## src/rtl/atax_pkg.sv

```systemverilog
// Shared definitions for the ATAX operand streamer: default sizes, beat-kind
// encoding and the transfer sequencing states.
package atax_pkg;

    localparam int ATAX_ELEM_W = 32;
    localparam int ATAX_N      = 64;

    localparam logic KIND_X = 1'b0;
    localparam logic KIND_A = 1'b1;

    typedef enum logic [1:0] {
        ST_IDLE,
        ST_SEND_X,
        ST_SEND_A,
        ST_DRAIN
    } atax_state_e;

endpackage

```

## src/rtl/atax_operand_streamer_if.sv

```systemverilog
// Beat stream from the operand streamer to the kernel / DMA (valid/ready).
interface atax_operand_streamer_if #(
    parameter int LANES  = 2,
    parameter int ELEM_W = 32
);
    logic                      out_valid;
    logic                      out_ready;
    logic [LANES*ELEM_W-1:0]   out_data;
    logic                      out_kind;
    logic                      out_row_last;
    logic                      out_last;

    modport master (
        output out_valid,
        output out_data,
        output out_kind,
        output out_row_last,
        output out_last,
        input  out_ready
    );

    modport slave (
        input  out_valid,
        input  out_data,
        input  out_kind,
        input  out_row_last,
        input  out_last,
        output out_ready
    );
endinterface

```

## src/rtl/atax_beat_fifo.sv

```systemverilog
// Two-entry beat FIFO; the head entry stays put until it is popped, so the
// stream output is stable under back-pressure.
module atax_beat_fifo #(
    parameter int W = 67
) (
    input  logic         clk,
    input  logic         reset,
    input  logic         push,
    input  logic [W-1:0] push_data,
    input  logic         pop,
    output logic [W-1:0] head_data,
    output logic [1:0]   count
);
    logic [W-1:0] entry_reg [2];
    logic         wr_ptr_reg;
    logic         rd_ptr_reg;
    logic [1:0]   count_reg;
    logic         do_push;
    logic         do_pop;

    assign do_pop  = pop && (count_reg != 2'd0);
    assign do_push = push && ((count_reg != 2'd2) || do_pop);

    always_ff @(posedge clk) begin
        if (reset) begin
            for (int i = 0; i < 2; i++) begin
                entry_reg[i] <= '0;
            end
            wr_ptr_reg <= 1'b0;
            rd_ptr_reg <= 1'b0;
            count_reg  <= 2'd0;
        end else begin
            if (do_push) begin
                entry_reg[wr_ptr_reg] <= push_data;
                wr_ptr_reg            <= ~wr_ptr_reg;
            end
            if (do_pop) begin
                rd_ptr_reg <= ~rd_ptr_reg;
            end
            case ({do_push, do_pop})
                2'b10:   count_reg <= count_reg + 2'd1;
                2'b01:   count_reg <= count_reg - 2'd1;
                default: count_reg <= count_reg;
            endcase
        end
    end

    assign head_data = entry_reg[rd_ptr_reg];
    assign count     = count_reg;
endmodule

```

## src/rtl/atax_operand_streamer.sv

```systemverilog
// Reads x then A (row-major) from a synchronous-read scratchpad, packs the
// elements into LANES-wide beats and streams them with kind/row/last tags.
module atax_operand_streamer
    import atax_pkg::*;
#(
    parameter int N      = ATAX_N,
    parameter int ELEM_W = ATAX_ELEM_W,
    parameter int LANES  = 2,
    parameter int ADDR_W = 13,
    parameter int BASE_X = 0,
    parameter int BASE_A = 64
) (
    input  logic              clk,
    input  logic              reset,
    input  logic              start,
    output logic              busy,
    output logic              done,
    output logic              mem_rd_en,
    output logic [ADDR_W-1:0] mem_addr,
    input  logic [ELEM_W-1:0] mem_rdata,
    atax_operand_streamer_if.master strm
);
    localparam int BEATS_PER_ROW = N / LANES;
    localparam int TOTAL         = N + N * N;
    localparam int IDX_W         = $clog2(TOTAL + 1);
    localparam int LANE_W        = (LANES > 1) ? $clog2(LANES) : 1;
    localparam int COL_W         = (BEATS_PER_ROW > 1) ? $clog2(BEATS_PER_ROW) : 1;
    localparam int ROW_W         = $clog2(N + 1);
    localparam int DATA_W        = LANES * ELEM_W;
    localparam int PAY_W         = DATA_W + 3;

    generate
        if (N % LANES != 0) begin : g_bad_lanes
            $error("atax_operand_streamer: N must be a multiple of LANES");
        end
        if (BASE_A + N * N - 1 >= (1 << ADDR_W)) begin : g_bad_addr_w
            $error("atax_operand_streamer: ADDR_W too small for matrix A");
        end
    endgenerate

    atax_state_e       state_reg;
    logic              busy_reg;
    logic              done_reg;
    logic              rd_en_reg;
    logic [ADDR_W-1:0] addr_reg;
    logic [IDX_W-1:0]  rd_idx_reg;
    logic [LANE_W-1:0] iss_lane_reg;
    logic [1:0]        ob_reg;
    logic              rd_pending_reg;
    logic [LANE_W-1:0] asm_lane_reg;
    logic [ELEM_W-1:0] asm_reg [LANES];
    logic [COL_W-1:0]  beat_col_reg;
    logic [ROW_W-1:0]  beat_row_reg;

    logic              fifo_push;
    logic              fifo_pop;
    logic [1:0]        fifo_count;
    logic [PAY_W-1:0]  push_payload;
    logic [PAY_W-1:0]  head_payload;
    logic [DATA_W-1:0] beat_data;
    logic              beat_kind;
    logic              beat_row_last;
    logic              beat_last;
    logic              last_lane;
    logic [2:0]        occ_after;
    logic [1:0]        ob_after_push;
    logic              room_new_beat;
    logic              want_issue;
    logic              issue;
    logic              new_beat;
    logic [ADDR_W-1:0] next_addr;

    assign last_lane = (asm_lane_reg == LANE_W'(LANES - 1));
    assign fifo_push = rd_pending_reg && last_lane;
    assign fifo_pop  = strm.out_valid && strm.out_ready;

    // A beat slot is reserved when its first read is issued and released when
    // the beat leaves the FIFO. A read that starts a new beat needs a free
    // slot after this cycle's push/pop; reads filling an open beat always go.
    assign occ_after     = {1'b0, fifo_count} + {2'b00, fifo_push} - {2'b00, fifo_pop};
    assign ob_after_push = ob_reg - {1'b0, fifo_push};
    assign room_new_beat = (occ_after + {1'b0, ob_after_push}) < 3'd2;

    assign want_issue = ((state_reg == ST_IDLE) && start)
                      || (state_reg == ST_SEND_X)
                      || (state_reg == ST_SEND_A);
    assign issue      = want_issue && ((iss_lane_reg != '0) || room_new_beat);
    assign new_beat   = issue && (iss_lane_reg == '0);

    always_comb begin
        next_addr = '0;
        if (rd_idx_reg < IDX_W'(N)) begin
            next_addr = ADDR_W'(BASE_X) + ADDR_W'(rd_idx_reg);
        end else begin
            next_addr = ADDR_W'(BASE_A) + ADDR_W'(rd_idx_reg) - ADDR_W'(N);
        end
    end

    // The top lane comes straight from the scratchpad so the beat is pushed in
    // the same cycle its last element returns.
    genvar gi;
    generate
        for (gi = 0; gi < LANES; gi++) begin : g_pack
            if (gi == LANES - 1) begin : g_top
                assign beat_data[gi*ELEM_W +: ELEM_W] = mem_rdata;
            end else begin : g_low
                assign beat_data[gi*ELEM_W +: ELEM_W] = asm_reg[gi];
            end
        end
    endgenerate

    assign beat_kind     = (beat_row_reg != '0) ? KIND_A : KIND_X;
    assign beat_row_last = (beat_col_reg == COL_W'(BEATS_PER_ROW - 1));
    assign beat_last     = (beat_row_reg == ROW_W'(N)) && beat_row_last;
    assign push_payload  = {beat_last, beat_row_last, beat_kind, beat_data};

    atax_beat_fifo #(
        .W(PAY_W)
    ) u_fifo (
        .clk       (clk),
        .reset     (reset),
        .push      (fifo_push),
        .push_data (push_payload),
        .pop       (fifo_pop),
        .head_data (head_payload),
        .count     (fifo_count)
    );

    always_ff @(posedge clk) begin
        if (reset) begin
            state_reg      <= ST_IDLE;
            busy_reg       <= 1'b0;
            done_reg       <= 1'b0;
            rd_en_reg      <= 1'b0;
            addr_reg       <= '0;
            rd_idx_reg     <= '0;
            iss_lane_reg   <= '0;
            ob_reg         <= '0;
            rd_pending_reg <= 1'b0;
            asm_lane_reg   <= '0;
            for (int i = 0; i < LANES; i++) begin
                asm_reg[i] <= '0;
            end
            beat_col_reg   <= '0;
            beat_row_reg   <= '0;
        end else begin
            done_reg       <= 1'b0;
            rd_en_reg      <= issue;
            rd_pending_reg <= rd_en_reg;
            ob_reg         <= ob_reg + {1'b0, new_beat} - {1'b0, fifo_push};

            if (issue) begin
                addr_reg     <= next_addr;
                rd_idx_reg   <= rd_idx_reg + IDX_W'(1);
                iss_lane_reg <= (iss_lane_reg == LANE_W'(LANES - 1)) ? '0
                                : iss_lane_reg + LANE_W'(1);
            end

            if (rd_pending_reg) begin
                asm_reg[asm_lane_reg] <= mem_rdata;
                asm_lane_reg <= last_lane ? '0 : asm_lane_reg + LANE_W'(1);
            end

            if (fifo_push) begin
                if (beat_last) begin
                    beat_row_reg <= '0;
                    beat_col_reg <= '0;
                end else if (beat_row_last) begin
                    beat_row_reg <= beat_row_reg + ROW_W'(1);
                    beat_col_reg <= '0;
                end else begin
                    beat_col_reg <= beat_col_reg + COL_W'(1);
                end
            end

            case (state_reg)
                ST_IDLE: begin
                    if (start) begin
                        state_reg <= (N == 1) ? ST_SEND_A : ST_SEND_X;
                        busy_reg  <= 1'b1;
                    end
                end
                ST_SEND_X: begin
                    if (issue && (rd_idx_reg == IDX_W'(N - 1))) begin
                        state_reg <= ST_SEND_A;
                    end
                end
                ST_SEND_A: begin
                    if (issue && (rd_idx_reg == IDX_W'(TOTAL - 1))) begin
                        state_reg  <= ST_DRAIN;
                        rd_idx_reg <= '0;
                    end
                end
                ST_DRAIN: begin
                    if (fifo_pop && strm.out_last) begin
                        state_reg <= ST_IDLE;
                        busy_reg  <= 1'b0;
                        done_reg  <= 1'b1;
                    end
                end
                default: state_reg <= ST_IDLE;
            endcase
        end
    end

    assign busy      = busy_reg;
    assign done      = done_reg;
    assign mem_rd_en = rd_en_reg;
    assign mem_addr  = addr_reg;

    assign strm.out_valid    = (fifo_count != 2'd0);
    assign strm.out_data     = head_payload[DATA_W-1:0];
    assign strm.out_kind     = head_payload[DATA_W];
    assign strm.out_row_last = head_payload[DATA_W+1];
    assign strm.out_last     = head_payload[DATA_W+2];
endmodule

```

## src/flat_wrapper.sv

```systemverilog
// flat-port wrapper written by rule: the top's interface ports become plain ports
module atax_operand_streamer_flat import atax_pkg::*;
#(
    parameter int N      = ATAX_N,
    parameter int ELEM_W = ATAX_ELEM_W,
    parameter int LANES  = 2,
    parameter int ADDR_W = 13,
    parameter int BASE_X = 0,
    parameter int BASE_A = 64
)
  (clk, reset, start, busy, done, mem_rd_en, mem_addr, mem_rdata, strm_out_valid, strm_out_data, strm_out_kind, strm_out_row_last, strm_out_last, strm_out_ready);
  atax_operand_streamer_if #(.LANES(LANES), .ELEM_W(ELEM_W)) strm_i ();
  input  logic clk;
  input  logic reset;
  input  logic start;
  output logic busy;
  output logic done;
  output logic mem_rd_en;
  output logic [ADDR_W-1:0] mem_addr;
  input  logic [ELEM_W-1:0] mem_rdata;
  output wire logic [$bits(strm_i.out_valid)-1:0] strm_out_valid;
  output wire logic [$bits(strm_i.out_data)-1:0] strm_out_data;
  output wire logic [$bits(strm_i.out_kind)-1:0] strm_out_kind;
  output wire logic [$bits(strm_i.out_row_last)-1:0] strm_out_row_last;
  output wire logic [$bits(strm_i.out_last)-1:0] strm_out_last;
  input wire logic [$bits(strm_i.out_ready)-1:0] strm_out_ready;
  assign strm_out_valid = strm_i.out_valid;
  assign strm_out_data = strm_i.out_data;
  assign strm_out_kind = strm_i.out_kind;
  assign strm_out_row_last = strm_i.out_row_last;
  assign strm_out_last = strm_i.out_last;
  assign strm_i.out_ready = strm_out_ready;
  atax_operand_streamer #(.N(N), .ELEM_W(ELEM_W), .LANES(LANES), .ADDR_W(ADDR_W), .BASE_X(BASE_X), .BASE_A(BASE_A)) u_core (.clk(clk), .reset(reset), .start(start), .busy(busy), .done(done), .mem_rd_en(mem_rd_en), .mem_addr(mem_addr), .mem_rdata(mem_rdata), .strm(strm_i));
endmodule
```

## config.mk

```make
export PLATFORM = sky130hd
export DESIGN_NAME = atax_operand_streamer_flat
export DESIGN_NICKNAME = d
export VERILOG_FILES = /design/src/rtl/atax_pkg.sv /design/src/rtl/atax_operand_streamer_if.sv /design/src/rtl/atax_beat_fifo.sv /design/src/rtl/atax_operand_streamer.sv /design/src/flat_wrapper.sv
export SDC_FILE = /design/constraint.sdc
export NUM_CORES = 1
export LEC_CHECK = 0
export ABC_AREA = 0
export ABC_CLOCK_PERIOD_IN_PS = 5500
export CAP_MARGIN = 20
export CORE_MARGIN = 2
export CORE_UTILIZATION = 55
export CTS_CLUSTER_SIZE = 25
export DETAILED_ROUTE_END_ITERATION = 8
export PLACE_DENSITY = 0.78
export SYNTH_ARGS = -nofsm -noshare
export SYNTH_HDL_FRONTEND = slang
export SYNTH_HIERARCHICAL = 1
export SYNTH_SLANG_ARGS = --single-unit
```

## constraint.sdc

```tcl
create_clock -name clk -period 5.5 [get_ports clk]
set_input_delay 0.55 -clock clk [delete_from_list [all_inputs] [get_ports clk]]
set_output_delay 0.55 -clock clk [all_outputs]
set_load 0.05 [all_outputs]
```

**Word level (Yosys, flattened, before mapping)**

Memory sizes are Yosys's and may differ from the RTL's. A register that Yosys moved wholly into a read port is not among the register bits.
Index checks and enable logic that the tools add are counted.

- Bits in registers: 52
- RAM bits: 198
- Input port bits: 36
- Output and inout bits: 84
- Word-level logic and storage cells: 116
- Memories: 2

- Add/sub/neg operators: 15
- Order comparisons: 2
- Eq/ne operators: 14
- Multiplexer cells: 37
- Bitwise operators: 4
- Reduce and logical (&&, ||, !) cells: 27

Memory list:

| memory | words | width | read ports | clocked after Yosys merged registers in | write ports | RTL line | RTL |
|---|---|---|---|---|---|---|---|
| u_core.u_fifo.entry_reg | 2 | 67 | 1 | 1 | 2 | atax_beat_fifo.sv:14 | `logic [W-1:0] entry_reg [2];` |
| u_core.asm_reg | 2 | 32 | 1 | 0 | 2 | atax_operand_streamer.sv:51 | `logic [ELEM_W-1:0] asm_reg [LANES];` |

Operators by type and width:

| kind | count |
|---|---|
| 2-to-1 mux 67 bit | 1 |
| OR reduction 67 bit | 1 |
| 2-to-1 mux 13 bit | 4 |
| 2-to-1 mux 32 bit | 1 |
| OR reduction 32 bit | 1 |
| 2-to-1 mux 1 bit | 20 |
| 2-to-1 mux 7 bit | 2 |
| adder 13 x 1 -> 13 bit (second input constant) | 1 |
| adder 7 x 13 -> 13 bit (first input constant) | 1 |
| == test 13 bit (second input constant) | 1 |
| == test 13 x 6 -> 1 bit (second input constant) | 1 |
| < comparator 13 x 7 -> 1 bit (second input constant) | 1 |
| subtractor 13 x 7 -> 13 bit (second input constant) | 1 |
| logical AND 1 bit | 11 |
| 2-to-1 mux 5 bit | 2 |
| 2-to-1 mux 2 bit | 4 |
| inequality test 2 bit (second input constant) | 4 |
| one-hot mux 2 bit (4 select lines) | 1 |
| nonzero test 2 bit | 4 |
| adder 7 x 1 -> 7 bit (second input constant) | 1 |
| == test 7 bit (second input constant) | 1 |
| nonzero test 7 bit | 1 |
| == test 2 bit (second input constant) | 3 |
| adder 5 x 1 -> 5 bit (second input constant) | 1 |
| 21 further kinds | 30 |

**Logic depth before layout (Yosys ltp)**

- Depth after elaboration: 10
- Gate-level depth with buffers: 17
- Gate-level depth less buffers: 15

**Cells and area by module**

Netlist, hierarchy kept.

Modules (own cells, without submodules):

| module | times used | cells each | area each (sq um) | seq. area each (sq um) |
|---|---|---|---|---|
| atax_beat_fifo | 1 | 381 | 6009.5 | 4124.0 |
| atax_operand_streamer | 1 | 325 | 3442.1 | 1921.8 |

**Least setup slack after synthesis**

OpenSTA, ideal clock, no wires.

- Kind: input to register
- Start: input port strm_out_ready
- End: memory u_core.u_fifo.entry_reg[0][0], enable pin
- Setup time: 0.506 ns
- Data arrival time: 4.152 ns
- Required time: 4.994 ns
- Slack: 0.842 ns
- Stages on the path: 4
- Path buffers: 0
- Cell sequence: o21a_1 > nor3b_2 > nand2b_1 > o21bai_1

RTL lines:

| what | RTL line | RTL |
|---|---|---|
| start, declared | flat_wrapper.sv:26 | `input wire logic [$bits(strm_i.out_ready)-1:0] strm_out_ready;` |
| end, declared | atax_beat_fifo.sv:14 |  |

**Worst setup path in the final report**

- Start: register u_core.rd_pending_reg
- End: register u_core.ob_reg[1]

- Longest elaborated chain between the ends: 10
- Elaborated cells on any way between the ends: 11
- Classes of those cells: add/sub (6); order compare (1); reduce/logical (4)

RTL lines:

| what | RTL line | RTL |
|---|---|---|
| start, declared | atax_operand_streamer.sv:49 | `logic rd_pending_reg;` |
| start signal, assigned | atax_operand_streamer.sv:149 | `rd_pending_reg <= rd_en_reg;` |
| logical AND 1 bit (*) | atax_operand_streamer.sv:74 | `assign fifo_push = rd_pending_reg && last_lane;` |
| adder 2 x 1 -> 3 bit | atax_operand_streamer.sv:80 | `assign occ_after = {1'b0, fifo_count} + {2'b00, fifo_push} - {2'b00, fifo_pop};` |
| subtractor 3 x 1 -> 3 bit | atax_operand_streamer.sv:80 |  |
| adder 3 x 2 -> 3 bit | atax_operand_streamer.sv:82 | `assign room_new_beat = (occ_after + {1'b0, ob_after_push}) < 3'd2;` |
| < comparator 3 x 2 -> 1 bit | atax_operand_streamer.sv:82 |  |
| logical OR 1 bit | atax_operand_streamer.sv:87 | `assign issue = want_issue && ((iss_lane_reg != '0) \|\| room_new_beat);` |
| logical AND 1 bit | atax_operand_streamer.sv:87 |  |
| logical AND 1 bit | atax_operand_streamer.sv:88 | `assign new_beat = issue && (iss_lane_reg == '0);` |
| adder 2 x 1 -> 2 bit | atax_operand_streamer.sv:150 | `ob_reg <= ob_reg + {1'b0, new_beat} - {1'b0, fifo_push};` |
| subtractor 2 x 1 -> 2 bit (*) | atax_operand_streamer.sv:150 |  |
| end signal, assigned | atax_operand_streamer.sv:150 |  |
| end, declared | atax_operand_streamer.sv:48 | `logic [1:0] ob_reg;` |

Every way passes the cells marked *; elsewhere a longest branch is shown, timed or not.
A chain may end at the register's enable or synchronous reset.

==> impl_metrics.yaml <==
status:
  status: "completed"
routing:
  drt-pass1-iter-count: 5
  first_iter_violations: 303
  drc: 0
  routed_wirelength_microns: 17700
  vias_per_cell: 5.31
  wl_per_cell_microns: 16.7
  dr_total_vias: 5618
  antenna_left: 0
critical_path:
  start_kind: "flop"
  critPathKind: "flop to flop"
  cp.required_ps: 5860
  rrSetupSlack_ps: 2000
  cp-end-kind: "flop"
  reg2regPathDepth: 16
  cp-endpoint: "u_core/ob_reg[1]"
  cp.arrival_ps: 3860
  path_max_fanout: 30
  crit_start: "u_core/rd_pending_reg"
  regToRegEndpoint: "u_core/ob_reg[1]"
  r2r_start: "u_core/rd_pending_reg"
timing:
  rsz0062_at_grt: "no"
  slew_violations: 0
  max_freq_ghz: 0.286
  fin_crit_sh_pct: 63.6
  relSlewSlack_pct: 28.5
  clock_skew_ps: 18.8
  fin_crit_ps: 3500
  tightest_slew_ps: 1070
  hold_viol: 0
  setup_viol: 0
  finalSetupTns_ps: 0
  worst_hold_slack_ps: 482
synth:
  synth_ff_type: "edfxtp_1"
  ys_seq_area_share_pct: 64.0
  yosys_warnings: 6
  synth-seq-cells: 219
  synth.distinct_cells: 49
  synthArstFlopShare_pct: 0
  syn-num-nets: 757
  syn_avg_cell_area_sq_um: 13.4
  synth_cells: 706
  yosys.area.top_type: "edfxtp_1"
  syn_area_sq_mm: 0.00945
  yosysTopAreaCellShare_pct: 52.7
  synth_area_leaders: "edfxtp_1 53%, dfxtp_1 11%, and2_1 11%"
  synth-edff-count: 166
clock_network:
  clk_latency_ps: 500
  cts_sinks: 219
  cts-root-buf: "clkbuf_16"
  cts.hold.buffers_added: 0
  clk_pin_slew_worst_paths_ps: 60
  cts_tree: "done"
  cts_max_level: 1
  cts_inserted_buffers: 22
  postCtsSetupRepairBufs: 0
  cts.repair.resized: 0
  cts_buffer_depth: 3
die:
  die_width_microns: 135
  die_h_microns: 135
  start_util_pct: 56.6
  ios: 120
  coreArea_sq_mm: 0.0167
  rows: 47
  die_area_sq_mm: 0.0182
layout:
  largest_reg_flops: 134
  drive_above_1_share_pct: 14.1
  antennaDiodeCount: 0
  design_area_sq_mm: 0.0115
  fill_cells: 1190
  syn2layout_area_growth_pct: 21.8
  nNetsFinal: 874
  final_util_pct: 69.0
  final_cells: 1059
power:
  combPwrFrac_pct: 16.4
  switching_power_mw: 1.03
  p_leak_nw: 4.32
  irDropWorstVdd_uv: 269
  p_int_mw: 2.97
  p_sw_share_pct: 25.8
  clkPwrFrac_pct: 35.2
  powerDensity_mw_per_mm2: 348
  p_seq_share_pct: 48.4
global_route:
  grt_first_pass_wirelength_microns: 28900
  grt-ovfl-total: 0
  grt_pass1_vias: 5845
  track_usage_pct: 19.8
  antenna_found_initial: 0
  grt_max_degree: 69
place:
  place_area_sq_mm: 0.0108
  dp_hpwl_microns: 10900
  io_buffers: 119
  gp_congestion: 0.783
  placed_cells: 1018
hold_path:
  min_path_type: "flop to flop"
job:
  maxCapViolCount: 0
## critical path, stage by stage, from the launching register on
cell and delay, ps:
dfxtp_1 360, nand2_1 210, nor2_1 170, xnor2_1 90, ha_1 280, inv_1 50
fa_1 420, xnor2_1 200, o211ai_1 100, buf_4 250, or2_2 330, ha_1 280
inv_1 70, ha_1 160, xor2_1 200, xnor2_1 140, nor2_1 50
## power by group through the flow
stage	Combinational (mW)	Clock (mW)	Sequential, mW
detailed placement	0.650	0	1.97
CTS	0.656	1.44	1.94
floorplan	0.448	0	1.99
global placement	0.631	0	1.97
global route	0.708	1.50	1.95
finish	0.656	1.41	1.94
## kinds of logic after synthesis
group / Yosys count / synth area share [%]
buffers and inverters: 47 / 2.38
and+or+nand+nor: 287 / 17.8
xor gates and xnor gates: 23 / 2.13
adders and majority gates: 15 / 2.07
AOI/OAI and AO/OA: 34 / 2.18
DFF: 219 / 64.0
muxes: 81 / 9.47
## cell type report
cell class	instances	area, sq um	area share (%)
flip-flops and latches	219	6050	52.5
multi-input cells	440	3200	27.8
repair buffers	126	1250	10.9
clock buffers	31	616	5.35
well taps	220	275	2.39
clock inverters	9	72.6	0.630
inverters	14	52.6	0.456
## cell usage after synthesis (7+ instances only)
cell type	instances
nand2_1	17
clkbuf_1	16
mux2i_1	14
nand3_1	11
dfxtp_1	53
a21oi_1	16
buf_2	7
edfxtp_1	166
and2_1	167
ha_1	14
nor2_1	48
mux2_2	67
xor2_1	7
inv_1	14
nand2b_1	8
xnor2_1	16
## cell usage in the layout (no fill, tap or decap), types with 16 or more instances in the layout
master and n:
mux2_2 67, clkbuf_16 23, and2_1 167, dfxtp_1 52
clkdlybuf4s50_1 119, xnor2_1 16, nor2_1 47, edfxtp_1 166
a21oi_1 16, nand2_1 16
## worst min path at each step
stage / startpoint / to / cells after the start
floorplan: u_core/beat_col_reg[4] / u_core/beat_col_reg[4] / 2
global placement: u_core/beat_col_reg[4] / u_core/beat_col_reg[4] / 2
detailed placement: u_core/beat_col_reg[4] / u_core/beat_col_reg[4] / 2
CTS: u_core/mem_rd_en / u_core/rd_pending_reg / 1
global route: u_core/mem_rd_en / u_core/rd_pending_reg / 1
finish: u_core/mem_rd_en / u_core/rd_pending_reg / 1
## metrics by stage
stage | setup slack [ps] | total power, mW
finish | 2000 | 4.01
global route | 1710 | 4.16
CTS | 2000 | 4.03
detailed placement | 1630 | 2.63
global placement | 1800 | 2.60
floorplan | 842 | 2.44
## layer usage
layer	GRT usage, %	vias up	wire length, microns	part of all wire (%)
met3	2.63	33	691	3.9
met1	24.9	2752	7560	43
met5	0	-	0	0
li1	-	2703	-	-
met4	5.79	0	377	2.1
met2	35.7	130	9100	51
Note: power is estimated with default switching activity, not from simulation.
